**src/rtl/pipe_control_pkg.sv**
```systemverilog
// pipe_control_pkg: shared types and default parameters for the pipeline
// hazard controller (pipe_control) and its optional watchdog.
package pipe_control_pkg;

    // Exception sequencer states; encoding is visible on the seq_state debug port.
    typedef enum logic [1:0] {
        SEQ_RUN   = 2'd0,
        SEQ_DRAIN = 2'd1,
        SEQ_FLUSH = 2'd2
    } seq_state_t;

    localparam int DEFAULT_STAGES     = 4;
    localparam int DEFAULT_WDOG_LIMIT = 1024;

endpackage

```
**src/rtl/pipe_control_wdog.sv**
```systemverilog
// pipe_control_wdog: counts consecutive cycles with the PC held and raises a
// sticky timeout flag once the count reaches WDOG_LIMIT. Only instantiated
// by pipe_control when PIPE_CONTROL_WATCHDOG_EN is defined.
module pipe_control_wdog
    import pipe_control_pkg::*;
#(
    parameter int WDOG_LIMIT = DEFAULT_WDOG_LIMIT
) (
    input  logic clk,
    input  logic rst_n,
    input  logic pc_stall,
    output logic wdog_timeout
);

    localparam int              CNT_W = $clog2(WDOG_LIMIT + 1);
    localparam logic [CNT_W-1:0] LIMIT = CNT_W'(WDOG_LIMIT);

    logic [CNT_W-1:0] count_reg;
    logic             timeout_reg;

    // Saturating frozen-cycle counter; the flag latches on the edge the count hits the limit.
    always_ff @(posedge clk or negedge rst_n) begin
        if (!rst_n) begin
            count_reg   <= '0;
            timeout_reg <= 1'b0;
        end else begin
            if (!pc_stall) begin
                count_reg <= '0;
            end else if (count_reg != LIMIT) begin
                count_reg <= count_reg + CNT_W'(1);
            end
            if (pc_stall && (count_reg == LIMIT - CNT_W'(1))) begin
                timeout_reg <= 1'b1;
            end
        end
    end

    assign wdog_timeout = timeout_reg;

endmodule

```
**src/rtl/pipe_control.sv**
```systemverilog
// pipe_control: pipeline hazard controller. Resolves per-register stall
// requests into hold/bubble controls and sequences exceptions
// (freeze -> optional data-bus drain -> flush + redirect).
// Optional feature: define PIPE_CONTROL_WATCHDOG_EN to add the frozen-PC
// watchdog (pipe_control_wdog); otherwise wdog_timeout is tied low.
module pipe_control
    import pipe_control_pkg::*;
#(
    parameter int STAGES     = DEFAULT_STAGES,
    parameter int WDOG_LIMIT = DEFAULT_WDOG_LIMIT
) (
    input  logic              clk,
    input  logic              rst_n,
    input  logic [STAGES-1:0] stall_req,
    input  logic              except,
    input  logic              dbus_busy,
    output logic [STAGES-1:0] stage_stall,
    output logic [STAGES-1:0] stage_flush,
    output logic              pc_stall,
    output logic              pc_redirect,
    output logic              ibus_pause,
    output logic              dbus_pause,
    output logic [1:0]        seq_state,
    output logic              wdog_timeout
);

    seq_state_t        state_reg;
    logic [STAGES-1:0] prio_stall;
    logic [STAGES-1:0] prio_flush;

    // Priority encoding: a register is held when any later register requests a
    // stall; the highest requester gets a bubble, except the last register,
    // which has nothing behind it to absorb a bubble and is simply held.
    genvar gi;
    generate
        for (gi = 0; gi < STAGES; gi++) begin : g_prio
            if (gi == STAGES - 1) begin : g_last
                assign prio_stall[gi] = stall_req[gi];
                assign prio_flush[gi] = 1'b0;
            end else begin : g_mid
                logic req_above;
                assign req_above      = |stall_req[STAGES-1:gi+1];
                assign prio_stall[gi] = req_above;
                assign prio_flush[gi] = stall_req[gi] & ~req_above;
            end
        end
    endgenerate

    // Exception sequencer: a new exception is only accepted in RUN, so the first one wins.
    always_ff @(posedge clk or negedge rst_n) begin
        if (!rst_n) begin
            state_reg <= SEQ_RUN;
        end else begin
            case (state_reg)
                SEQ_RUN: begin
                    if (except) begin
                        state_reg <= dbus_busy ? SEQ_DRAIN : SEQ_FLUSH;
                    end
                end
                SEQ_DRAIN: begin
                    if (!dbus_busy) begin
                        state_reg <= SEQ_FLUSH;
                    end
                end
                default: state_reg <= SEQ_RUN;
            endcase
        end
    end

    // Output decode (Mealy); everything is forced low while reset is asserted.
    always_comb begin
        stage_stall = '0;
        stage_flush = '0;
        pc_stall    = 1'b0;
        pc_redirect = 1'b0;
        ibus_pause  = 1'b0;
        dbus_pause  = 1'b0;
        if (rst_n) begin
            case (state_reg)
                SEQ_RUN: begin
                    if (except) begin
                        stage_stall = '1;
                        pc_stall    = 1'b1;
                    end else begin
                        stage_stall = prio_stall;
                        stage_flush = prio_flush;
                        pc_stall    = |stall_req;
                    end
                end
                SEQ_DRAIN: begin
                    stage_stall = '1;
                    pc_stall    = 1'b1;
                end
                SEQ_FLUSH: begin
                    stage_flush = '1;
                    pc_redirect = 1'b1;
                    dbus_pause  = 1'b1;
                end
                default: ;
            endcase
            // stall_req[0] is the fetch's own wait, so it does not pause fetching.
            ibus_pause = (|stall_req[STAGES-1:1]) | (state_reg != SEQ_RUN) | except;
        end
    end

    assign seq_state = state_reg;

`ifdef PIPE_CONTROL_WATCHDOG_EN
    pipe_control_wdog #(
        .WDOG_LIMIT(WDOG_LIMIT)
    ) u_wdog (
        .clk         (clk),
        .rst_n       (rst_n),
        .pc_stall    (pc_stall),
        .wdog_timeout(wdog_timeout)
    );
`else
    logic unused_wdog_limit;
    assign unused_wdog_limit = (WDOG_LIMIT > 0);
    assign wdog_timeout      = 1'b0;
`endif

endmodule

```
**config.mk**
```make
export PLATFORM = sky130hd
export DESIGN_NAME = pipe_control
export DESIGN_NICKNAME = d
export VERILOG_FILES = /design/src/rtl/pipe_control_pkg.sv /design/src/rtl/pipe_control_wdog.sv /design/src/rtl/pipe_control.sv
export SDC_FILE = /design/constraint.sdc
export NUM_CORES = 1
export LEC_CHECK = 0
export CAP_MARGIN = 20
export CORE_AREA = 2 2 39 41
export DETAILED_ROUTE_END_ITERATION = 8
export DIE_AREA = 0 0 41 43
export SETUP_SLACK_MARGIN = 0.2
export SYNTH_ARGS = -nofsm -noshare
export SYNTH_HDL_FRONTEND = slang
export SYNTH_HIERARCHICAL = 1
export SYNTH_SLANG_ARGS = --single-unit
```
**constraint.sdc**
```tcl
create_clock -name clk -period 1.55 [get_ports clk]
set_input_delay 0.31 -clock clk [delete_from_list [all_inputs] [get_ports clk]]
set_output_delay 0.31 -clock clk [all_outputs]
set_load 0.05 [all_outputs]
```
==> flow_summary.yaml <==
synth:
  synthesis.area_um2: 224
  yosys_warnings: 6
  ys_seq_elements: 2
  synth.distinct_cells: 18
  synth_fp_nets: 38
  synth-seq-area-share_pct: 22.3
  netlist_instances: 30
  avgSynthCellArea_um2: 7.47
floorplan:
  start_util_pct: 16.2
  io_pins: 23
  die_w_um: 41
  die_area_um2: 1760
  coreArea_um2: 1380
  die_h_um: 43
  rows: 14
grt:
  overflow: 0
  grt_max_degree: 7
  grt_pass1_vias: 345
  antenna_found_initial: 0
  track_usage_pct: 11.9
  grt_pass1_wl_um: 1420
critical_path:
  crit_path_cell_trace: "or4_4 > o41ai_4 > buf_12"
  worst_path_largest_cell_delay_ps: 520
  cp_slowest_cell: "or4_4"
  cpLargestDelayFamily: "simple AND/OR/NAND/NOR gates"
  worstPathArrival_ps: 1580
  start_kind: "flip-flop"
  path_buf_inv: 1
  end_kind: "output port"
  worst_ep_required_time_ps: 1240
  path_max_fanout: 3
  critical_path_class: "flip-flop to output port"
sta:
  tns_ps: -2300
  fin_crit_ps: 1890
  clock_skew_ps: 2.68
  finalWorstSetupSlack_ps: -342
  slew_viol_final: 0
  max_clock_freq_mhz: 529
  finalSetupViolCount: 10
  final.period_utilization_pct: 122
  rsz0062_at_grt: "yes"
  fin_hold_ws_ps: 321
  hold_viol_final: 0
detailed_routing:
  drt_iter0_drc: 0
  routed_via_density: 4.33
  post_drt_wl_per_cell_um: 10.5
  drtAntennaViolNets: 0
  wirelength_um: 791
  first_pass_iters: 1
  routed-via-count: 325
  drc_errors: 0
clocking:
  htreeDepth: 1
  cts_hold_buf: 0
  clk_pin_slew_ps: 30
  clk_latency_ps: 220
  cts-root-buf: "clkbuf_4"
  numCtsBuffers: 3
  clk_path_buf_depth: 2
  cts.sinks: 2
  cts_tree: "built"
run_status:
  status: "finished with violations"
  violations: "negative setup slack"
flow_run:
  cap_violations: 0
layout:
  antenna_cells: 0
  num-nets-final: 69
  largest_reg_flops: 2
  area_growth_pct: 230
  fin_util_pct: 53.4
  drive_gt1_share_pct: 72.9
pwr:
  irDropWorstVdd_v: 0.000429
  p_leak_uw: 0.000318
  finalPower_uw: 483
  p_per_area_nw_per_um2: 653
placed_design:
  dp_hpwl_um: 603
  routabilityCongestion: 0.728
  pre_cts_ws_ps: -578
  io_buffer_count: 21
min_path:
  hp-class: "input pin to async pin"
[final cells by class]
class | count | area, um2
clock buffers | 3 | 22.5
fillers | 130 | 644
inverters | 4 | 18.8
multi-input cells | 20 | 233
flip-flops and latches | 2 | 52.6
well taps | 16 | 20.0
repair buffers | 30 | 393
[per-stage QoR]
step / std cells / area, um2
floorplan: 30 / 299
global placement: 71 / 638
detailed placement: 71 / 638
CTS: 74 / 716
global route: 75 / 739
finish: 75 / 739
[synthesized netlist by cell type]
library cell  count  area (um2)
a31oi_1           1        6.26
nor4_1            1        6.26
nand2b_1          2        12.5
a21oi_1           2        10.0
nor2_1            3        11.3
conb_1            1        3.75
or3b_2            1        8.76
inv_1             4        15.0
nand2_1           1        3.75
nand3b_1          1        7.51
buf_4             4        30.0
nor3_1            2        10.0
o31a_1            1        8.76
or4_4             1        11.3
dfrtp_1           2        50.1
o41ai_2           1        16.3
nor3b_1           1        7.51
o21ai_0           1        5.00
[kinds of logic (layout without fill, tap and decap cells)]
| logic type | Yosys count | after routing | synth area share [%] |
|---|---|---|---|
| simple gates | 13 | 13 | 35.2 |
| compound gates | 6 | 6 | 20.7 |
| other cells | 1 | 1 | 1.67 |
| buf+inv | 8 | 37 | 20.1 |
| flops | 2 | 2 | 22.3 |
[power by group]
group	internal, uW	switching [uW]
clock network	85.2	27.5
registers	57.4	3.29
logic	140	170
[cells in the final DEF, fill, tap and decap left out, types with 2 or more instances in the layout]
cell type,synthesis,routed
inv_1,4,3
nor2_1,3,2
buf_6,0,5
clkbuf_4,0,3
nand2b_4,0,2
buf_4,4,7
dlygate4sd2_1,0,2
buf_12,0,10
clkdlybuf4s50_1,0,3
dfrtp_2,0,2
[metal layers]
layer  vias up  wire length [um]  track usage [%]
met4         0                 0             6.00
met3         0                27             1.57
li1        160                 -                -
met1       156               235             12.1
met2         9               528             21.6
met5         -                 0                0
[final timing paths]
| kind | depth (start not counted) | from | end | slack (ps) |
|---|---|---|---|---|
| max in group asynchronous | 2 | rst_n | seq_state[0]$_DFFE_PN0P_ | 1110 |
| min | 2 | rst_n | seq_state[1]$_DFFE_PN0P_ | 320 |
| min reg2reg | 2 | seq_state[1]$_DFFE_PN0P_ | seq_state[1]$_DFFE_PN0P_ | 620 |
| max reg2reg | 3 | seq_state[0]$_DFFE_PN0P_ | seq_state[0]$_DFFE_PN0P_ | 660 |
| min in group clk | 2 | seq_state[1]$_DFFE_PN0P_ | seq_state[1]$_DFFE_PN0P_ | 620 |
| max | 3 | seq_state[0]$_DFFE_PN0P_ | stage_flush[0] | -340 |
[worst register-to-register path, delay by kind of cell (launching register included)]
kind                   cells  cell delay (ps)
AND/OR/NAND/NOR            2              210
buffers and inverters      1              170
flip-flops                 1              390
[what timing repair did]
item / CTS / global route
endpoints found under the setup margin: 12 / 12
gates resized for setup: 19 / 2
cloned: 0 / 0
buffers inserted: 0 / 1
endpoints found under the hold margin: 0 / 0
pin swaps: 6 / 3
No activity file was read; power rests on OpenSTA's default activity.
